### src/rtl/pcie_dma_pkg.sv
// Shared constants and FSM encoding for the PCIe DMA burst reader.
package pcie_dma_pkg;

    localparam int WORD_W         = 128;
    localparam int BYTES_PER_WORD = 16;
    localparam int OFFSET_W       = 24;

    typedef enum logic [1:0] {
        ST_IDLE = 2'd0,
        ST_REQ  = 2'd1,
        ST_XFER = 2'd2
    } state_e;

    // Word offset to byte offset; the result is wide enough to never overflow.
    function automatic logic [OFFSET_W+3:0] word_to_byte(input logic [OFFSET_W-1:0] words);
        return (OFFSET_W + 4)'(words) * (OFFSET_W + 4)'(BYTES_PER_WORD);
    endfunction

endpackage

### src/rtl/pcie_skid_buf2.sv
// Two-entry valid/ready slice fed by a read port whose data lands one cycle after the read.
module pcie_skid_buf2
    import pcie_dma_pkg::*;
(
    input  logic              clk,
    input  logic              rst_n,
    input  logic              in_valid_i,
    input  logic [WORD_W-1:0] in_data_i,
    output logic              out_valid_o,
    output logic [WORD_W-1:0] out_data_o,
    input  logic              out_ready_i,
    output logic [1:0]        count_o
);

    logic [WORD_W-1:0] head_q, head_d;
    logic [WORD_W-1:0] tail_q, tail_d;
    logic [1:0]        count_q, count_d;
    logic              pop;

    // An empty buffer passes arriving data straight through so a beat can leave the cycle it lands.
    assign out_valid_o = (count_q != 2'd0) || in_valid_i;
    assign out_data_o  = ((count_q == 2'd0) && in_valid_i) ? in_data_i : head_q;
    assign count_o     = count_q;
    assign pop         = out_valid_o && out_ready_i;

    always_comb begin
        head_d  = head_q;
        tail_d  = tail_q;
        count_d = count_q;
        case (count_q)
            2'd0: begin
                if (in_valid_i && !out_ready_i) begin
                    head_d  = in_data_i;
                    count_d = 2'd1;
                end
            end
            2'd1: begin
                if (pop && in_valid_i) begin
                    head_d = in_data_i;
                end else if (pop) begin
                    count_d = 2'd0;
                end else if (in_valid_i) begin
                    tail_d  = in_data_i;
                    count_d = 2'd2;
                end
            end
            2'd2: begin
                if (pop) begin
                    head_d = tail_q;
                    if (in_valid_i) begin
                        tail_d = in_data_i;
                    end else begin
                        count_d = 2'd1;
                    end
                end
            end
            default: count_d = 2'd0;
        endcase
    end

    always_ff @(posedge clk or negedge rst_n) begin
        if (!rst_n) begin
            head_q  <= '0;
            tail_q  <= '0;
            count_q <= 2'd0;
        end else begin
            head_q  <= head_d;
            tail_q  <= tail_d;
            count_q <= count_d;
        end
    end

endmodule

### src/rtl/pcie_dma_burst_rd.sv
// Burst reader: waits for enough FIFO data, requests a PCIe DMA burst, then streams
// BURST_LEN words from the FIFO through a skid buffer, walking a frame buffer.
module pcie_dma_burst_rd
    import pcie_dma_pkg::*;
#(
    parameter int BURST_LEN = 32,
    parameter int DEPTH_W   = 12,
    parameter int ADDR_W    = 32
) (
    input  logic              clk,
    input  logic              rst_n,
    input  logic              en,
    input  logic [ADDR_W-1:0] cfg_base_addr,
    input  logic [23:0]       cfg_frame_words,
    output logic              fifo_rd_en,
    input  logic [WORD_W-1:0] fifo_rd_data,
    input  logic              fifo_rd_empty,
    input  logic [DEPTH_W:0]  fifo_rd_water_level,
    output logic              burst_req,
    output logic [ADDR_W-1:0] burst_addr,
    output logic [8:0]        burst_len,
    input  logic              burst_ack,
    output logic              dout_valid,
    output logic [WORD_W-1:0] dout_data,
    output logic              dout_last,
    input  logic              dout_ready,
    output logic              frame_done,
    output logic              busy
);

    localparam logic [8:0]         BURST_LEN_W = 9'(BURST_LEN);
    localparam logic [DEPTH_W:0]   BURST_LVL   = (DEPTH_W + 1)'(BURST_LEN);
    localparam logic [OFFSET_W:0]  BURST_STEP  = (OFFSET_W + 1)'(BURST_LEN);

    state_e              state_q, state_d;
    logic [OFFSET_W-1:0] offset_q, offset_d;
    logic [23:0]         frame_words_q, frame_words_d;
    logic [ADDR_W-1:0]   addr_q, addr_d;
    logic [8:0]          rd_cnt_q, rd_cnt_d;
    logic [8:0]          beat_cnt_q, beat_cnt_d;
    logic                inflight_q;
    logic                frame_done_q, frame_done_d;

    logic [1:0]          skid_count;
    logic                pop;
    logic [2:0]          occ_after;
    logic [OFFSET_W:0]   next_off;
    logic                wrap;

    pcie_skid_buf2 u_skid (
        .clk         (clk),
        .rst_n       (rst_n),
        .in_valid_i  (inflight_q),
        .in_data_i   (fifo_rd_data),
        .out_valid_o (dout_valid),
        .out_data_o  (dout_data),
        .out_ready_i (dout_ready),
        .count_o     (skid_count)
    );

    assign pop = dout_valid && dout_ready;

    // Slots still taken once this cycle settles; a new read needs one free slot when it lands.
    assign occ_after  = {1'b0, skid_count} + {2'b00, inflight_q} - {2'b00, pop};
    assign fifo_rd_en = (state_q == ST_XFER) && (rd_cnt_q != BURST_LEN_W)
                        && !fifo_rd_empty && (occ_after < 3'd2);

    assign dout_last  = dout_valid && (beat_cnt_q == BURST_LEN_W - 9'd1);
    assign burst_req  = (state_q == ST_REQ);
    assign burst_addr = addr_q;
    assign burst_len  = BURST_LEN_W;
    assign frame_done = frame_done_q;
    assign busy       = (state_q != ST_IDLE);

    assign next_off = {1'b0, offset_q} + BURST_STEP;
    assign wrap     = (next_off >= {1'b0, frame_words_q});

    always_comb begin
        state_d       = state_q;
        offset_d      = offset_q;
        frame_words_d = frame_words_q;
        addr_d        = addr_q;
        rd_cnt_d      = rd_cnt_q;
        beat_cnt_d    = beat_cnt_q;
        frame_done_d  = 1'b0;
        case (state_q)
            ST_IDLE: begin
                if (en && (fifo_rd_water_level >= BURST_LVL)) begin
                    state_d       = ST_REQ;
                    frame_words_d = cfg_frame_words;
                    addr_d        = cfg_base_addr + ADDR_W'(word_to_byte(offset_q));
                end
            end
            ST_REQ: begin
                if (burst_ack) begin
                    state_d    = ST_XFER;
                    rd_cnt_d   = 9'd0;
                    beat_cnt_d = 9'd0;
                end
            end
            ST_XFER: begin
                if (fifo_rd_en) begin
                    rd_cnt_d = rd_cnt_q + 9'd1;
                end
                if (pop) begin
                    beat_cnt_d = beat_cnt_q + 9'd1;
                end
                if (pop && dout_last) begin
                    state_d = ST_IDLE;
                    if (wrap) begin
                        offset_d     = '0;
                        frame_done_d = 1'b1;
                    end else begin
                        offset_d = next_off[OFFSET_W-1:0];
                    end
                end
            end
            default: state_d = ST_IDLE;
        endcase
    end

    always_ff @(posedge clk or negedge rst_n) begin
        if (!rst_n) begin
            state_q       <= ST_IDLE;
            offset_q      <= '0;
            frame_words_q <= '0;
            addr_q        <= '0;
            rd_cnt_q      <= 9'd0;
            beat_cnt_q    <= 9'd0;
            inflight_q    <= 1'b0;
            frame_done_q  <= 1'b0;
        end else begin
            state_q       <= state_d;
            offset_q      <= offset_d;
            frame_words_q <= frame_words_d;
            addr_q        <= addr_d;
            rd_cnt_q      <= rd_cnt_d;
            beat_cnt_q    <= beat_cnt_d;
            inflight_q    <= fifo_rd_en;
            frame_done_q  <= frame_done_d;
        end
    end

endmodule

### config.mk
export PLATFORM = sky130hd
export DESIGN_NAME = pcie_dma_burst_rd
export DESIGN_NICKNAME = d
export VERILOG_FILES = /design/src/rtl/pcie_dma_pkg.sv /design/src/rtl/pcie_skid_buf2.sv /design/src/rtl/pcie_dma_burst_rd.sv
export SDC_FILE = /design/constraint.sdc
export NUM_CORES = 1
export LEC_CHECK = 0
export ABC_CLOCK_PERIOD_IN_PS = 4300
export CORE_ASPECT_RATIO = 0.7
export CORE_MARGIN = 5
export CORE_UTILIZATION = 45
export DETAILED_ROUTE_END_ITERATION = 8
export PLACE_DENSITY = 0.7
export SYNTH_ARGS = -nofsm -noshare
export SYNTH_HDL_FRONTEND = slang
export SYNTH_SLANG_ARGS = --single-unit
export TNS_END_PERCENT = 20
### constraint.sdc
create_clock -name clk -period 4.3 [get_ports clk]
set_input_delay 0.43 -clock clk [delete_from_list [all_inputs] [get_ports clk]]
set_output_delay 0.43 -clock clk [all_outputs]
set_load 0.01 [all_outputs]
---- Word-level counts from Yosys, hierarchy flattened ----
Index checks and enable logic that the tools add are counted.
storage, ports and cells
  register bits after elaboration ......... 360
  output and inout bits ................... 175
  word-level logic and storage cells ...... 96
cells by class
  add/subtract/negate cells ............... 6
  order comparisons ....................... 3
  equality and inequality tests ........... 18
  multiplexer cells ....................... 30
  reductions and logical operators ........ 28
operator list
  cell                                                                                  number
  128-bit two-way mux                                                                   8
  128-bit one-hot mux with 3 select lines                                               1
  128-bit one-hot mux with 2 select lines                                               1
  9-bit one-hot mux with 2 select lines                                                 2
  32-bit by 28-bit adder with 32-bit output                                             1
  9-bit two-way mux                                                                     3
  24-bit by 6-bit adder with 25-bit output, second input constant                       1
  25-bit by 24-bit greater-or-equal comparator with 1-bit output                        1
  24-bit two-way mux                                                                    1
  9-bit by 1-bit adder with 9-bit output, second input constant                         2
  2-bit two-way mux                                                                     9
  2-bit inequality test, second input constant                                          8
  13-bit by 6-bit greater-or-equal comparator with 1-bit output, second input constant  1
  2-bit one-hot mux with 3 select lines                                                 2
  1-bit logical AND                                                                     10
  9-bit by 5-bit equality test with 1-bit output, second input constant                 1
  9-bit by 6-bit inequality test with 1-bit output, second input constant               1
  3-bit AND reduction                                                                   3
  4-bit AND reduction                                                                   2
  2-bit nonzero test                                                                    4
  2-bit by 1-bit inequality test with 1-bit output, second input constant               3
  5-bit AND reduction                                                                   1
  2-bit by 1-bit equality test with 1-bit output, second input constant                 2
  2-bit equality test, second input constant                                            2
  10 further kinds                                                                      15

---- Longest topological paths before layout ----
  depth after elaboration ................. 8
  gate-level depth with buffers ........... 14
  depth with buffers taken out ............ 12

---- By module ----
Synthesis repeated with hierarchy kept, for this count alone.
second synthesis, totals
  cells, all modules ...................... 1545
  area total of the unflattened synthesis .. 18858.1 um^2
modules (own cells, without submodules)
  module             instances  cells each  area an instance (um^2)
  pcie_skid_buf2     1          846         12863.6
  pcie_dma_burst_rd  1          699         5994.5

---- Worst setup path after synthesis ----
No wires, ideal clock.
  path kind ............................... register to register
  start point ............................. reg offset_q[5]
  end point ............................... reg offset_q[22]
  arrival time ............................ 3.217 ns
  data required time ...................... 4.199 ns
  slack ................................... 0.983 ns
  stages on the path, launching flop included .. 14
  cell sequence ........................... dfrtp_1 -> ha_1 -> nand4_1 -> nor4_2 -> nand2_1 -> xnor2_1 -> ha_1 -> nand3_1 -> nor2_1 -> a2111oi_0 -> o21a_1 -> buf_1 -> nand2_2 -> o32ai_1
between the ends
  longest elaborated chain between the ends .. 3
ends and longest elaborated chain
  what                                                            line                      RTL
  start, declared                                                 pcie_dma_burst_rd.sv:36   logic [OFFSET_W-1:0] offset_q, offset_d;
  start signal, assigned                                          pcie_dma_burst_rd.sv:134  offset_q <= offset_d;
  24-bit by 6-bit adder with 25-bit output (*)                    pcie_dma_burst_rd.sv:75   assign next_off = {1'b0, offset_q} + BURST_STEP;
  25-bit by 24-bit greater-or-equal comparator with 1-bit output  pcie_dma_burst_rd.sv:76   assign wrap = (next_off >= {1'b0, frame_words_q});
  24-bit two-way mux (*)                                          pcie_dma_burst_rd.sv:110  if (wrap) begin
Every way passes the cells marked *; elsewhere a longest branch is shown, timed or not.
A chain may end at the register's enable or synchronous reset.

---- Worst setup path in the final report ----
  start point ............................. reg u_skid.count_q[0], in the netlist u_skid.count_o[0]
  end point ............................... out fifo_rd_en
between the ends
  longest elaborated chain between the ends .. 6
  elaborated cells on any way between the ends .. 7
ends and longest elaborated chain
  what                                                                                            line                     RTL
  start, declared                                                                                 pcie_skid_buf2.sv:17     logic [1:0] count_q, count_d;
  start signal, assigned                                                                          pcie_skid_buf2.sv:69     count_q <= count_d;
  parallel branches: the longest is 3 deep, another holds 2-bit by 1-bit adder with 3-bit output  --
  3-bit by 1-bit subtractor with 3-bit output (*)                                                 pcie_dma_burst_rd.sv:64  assign occ_after = {1'b0, skid_count} + {2'b00, inflight_q} - {2'b00, pop};
  3-bit by 2-bit < comparator with 1-bit output (*)                                               pcie_dma_burst_rd.sv:66  && !fifo_rd_empty && (occ_after < 3'd2);
  1-bit logical AND (*)                                                                           pcie_dma_burst_rd.sv:66
  end, declared                                                                                   pcie_dma_burst_rd.sv:15  output logic fifo_rd_en,
Every way passes the cells marked *.

==> impl_results.md <==
- Outcome: complete, no violations
- Core area: 0.03969 mm2
- CTS Sinks: around 360
- Starting Density: 0.4551
- TritonCTS buffer count: 39
- Number of global-route vias before repair: 14020
- Post-synthesis sequential area ratio: 0.4919
- GP Congestion: 0.8522
- Fmax: 0.2491 GHz
- Number of synthesized flops with an enable pin: 0
- Setup-failing EPs final: 0
- Post-detailed-routing wire length: around 47000 um
- Net switching power: 4.885 mW
- Period utilization: 0.9338
- Worst-path clk slew: 0.06 ns
- Global-route usage over all layers: 0.2083
- Die area: 0.04431 mm2
- Synth Warn #: 0
- Overflow after GRT: 0
- Worst Path Arrival: around 3.6 ns
- Setup Fix Bufs, Post-CTS: 0
- TritonRoute pass-1 iters: 5
- Post-synthesis register bit count: 355
- Final Non-Filler Cells: 2546
- VDD IR-drop max: about 0.41 mV
- Leakage power: 9.971 nW
- Largest net degree at the start of global routing: around 130
- CTS root buf: clkbuf_16
- H-tree depth: 2
- Hold violation count in the final report: 0
- Via count: about 13000
- WP data required: just under 4 ns
- Final critical-path required period: 4.015 ns
- Nets: about 2200
- I/O pins: 378
- Primary FF master, synth: dfrtp_1
- PwrDens: around 640 mW/mm2
- Via density: around 5.3
- Post-Syn Area per Cell: 10.89 um2
- Post-route DRC: 0
- Sw frac: 0.3246
- Post-DP HPWL: approximately 32000 um
- Slew @ Worst Pin: 1.161 ns
- Hold Crit Depth: 3
- Unique masters post-synth: 66
- Port Buf Inserts: 363
- Area grow syn2layout: 29.96%
- Clock share of power: 0.215
- Worst Hold Class: input port to flip-flop
- Die height: 177.6 um
- Worst clock skew: 0.01784 ns
- Max transition margin: 0.2200
- First-pass GRT wire length: 75840 um
- Final Max Tran Viols: 0
- CTS tree: done
- Setup Crit Path Kind: flip-flop to primary output
- Row count: 61
- Cell Area, Synth: about 0.018 mm2
- Crit end category: primary output
- Largest buffer count on any clock path: 3
- Max cap viols: 0
- Reg power frac: 0.373
- Critical path peak fanout: 9
- Clk_lat worst skew: 0.53 ns
- Total chip power: about 15 mW
- Wirelength per Cell: 18.57 um
- Layout cells sized above 1: 0.1771
- Pint: between 10 and 15 mW
- Post-route antenna net violation count: 0
- Total placed cells including tap cells: 2472
- Critical Path Start Type: flip-flop
- Share of total power in combinational logic: 0.411
- Async SR Flop Fraction: 1.000
- Initial antenna violation count: 7
- Setup TNS: 0 ns
- Detailed Route Iter0 Violations: 800
- R2R depth: 10
- DIE WIDTH: roughly 250 um
- Cells after Synth: between 1500 and 2000
## flip-flops by register name (all words and copies together) (netlist names)
name / count
beat_cnt_q: 9
u_skid.tail_q: 128
rd_cnt_q: 9
state_q: 2
u_skid.head_q: 128
inflight_q: 1
offset_q: 19
frame_done: 1
u_skid.count_o: 2
frame_words_q: 24
burst_addr: 32
## synth_stat cells, types with 12 or more instances
library cell  number  area, um2
clkbuf_1          82      307.8
inv_1             39      146.4
o21ai_0           61      305.3
buf_2             12      60.06
mux2i_1          131       1311
nor2_1           166      623.1
xor2_1            20      175.2
ha_1              43      538.0
a21oi_1          150      750.7
nand2_1          127      476.7
nand3_1           16      80.08
nand4_1           26      162.7
mux2_2           256       2883
dfrtp_1          355       8884
xnor2_1           25      219.0
## power by group through the flow
stage | registers [mW] | clock network, mW | logic, mW
finish | 5.62 | 3.24 | 6.19
global route | 5.81 | 3.47 | 6.76
CTS | 5.61 | 3.34 | 6.27
detailed placement | 5.66 | 0 | 6.23
global placement | 5.56 | 0 | 6.10
floorplan | 5.49 | 0 | 3.38
## path summary, 6_finish.rpt
path,startpoint,endpoint,slack [ns]
setup / recovery,u_skid.count_o[0],fifo_rd_en,0.28
hold / removal,cfg_base_addr[3],burst_addr[3],0.44
setup reg to reg,offset_q[6],offset_q[19],0.30
hold reg to reg,frame_words_q[2],frame_words_q[2],0.47
max in group asynchronous,rst_n,u_skid.tail_q[106],2.49
min in group asynchronous,rst_n,u_skid.head_q[52],0.56
## layout by cell type (no fill, tap or decap), types with 39 or more instances in the layout
cell type / Yosys / layout
mux2i_1: 131 / 131
dfrtp_1: 355 / 355
o21ai_0: 61 / 60
ha_1: 43 / 43
a21oi_1: 150 / 150
inv_1: 39 / 39
clkdlybuf4s50_1: 0 / 362
mux2_2: 256 / 256
nor2_1: 166 / 165
nand2_1: 127 / 127
clkbuf_16: 0 / 40
## logic make-up after synthesis
kind of cell | synth area share
AOI/OAI and AO/OA | 0.08923
xor gates and xnor gates | 0.02182
adders and majority gates | 0.03090
buffers and inverters | 0.03471
DFF | 0.4919
muxes | 0.2322
other | 0.0004158
and+or+nand+nor | 0.09886
## critical path, stage by stage (launching register included)
cell	delay, ns
dfrtp_1	0.55
nor3_4	0.41
nor2b_1	0.10
ha_1	0.27
nand2b_1	0.15
fa_1	0.38
xnor2_1	0.15
nand4b_1	0.20
a41oi_1	0.28
clkdlybuf4s50_1	0.58
## cell type report
type / instances / area (um2)
Tap cell: 535 / 669.4
Timing Repair Buffer: 384 / 3899
Inverter: 39 / 146.4
Multi-Input combinational cell: 1160 / 8628
Fill cell: 3262 / 16220
Clock inverter: 14 / 120.1
Sequential cell: 355 / 8884
Antenna cell: 6 / 15.01
Clock buffer: 53 / 1110
## per-stage QoR
stage	utilization	setup slack, ns	area (um2)	hold WS [ns]
detailed placement	0.5595	0.3968	22210	0.4573
global route	0.5913	-0.01225	23470	0.4191
finish	0.5914	0.2847	23470	0.4377
global placement	0.5595	0.5310	22210	0.4535
floorplan	-	0.9827	18090	0.1344
CTS	0.5909	0.1467	23450	0.4059
## what timing repair did
action,CTS,global route
hold buffers,1,0
setup endpoints to repair,1,1
resized for setup,1,1
endpoints found under the hold margin,29,0
## layer usage
layer | global-route usage | share of wire | up-vias
li1 | - | - | 6490
met1 | 0.2738 | 0.44 | 6547
met2 | 0.3375 | 0.47 | 308
met3 | 0.05684 | 0.061 | 84
met4 | 0.07038 | 0.032 | 6
met5 | 0 | 0.00070 | -
Note: power is estimated with default switching activity, not from simulation.
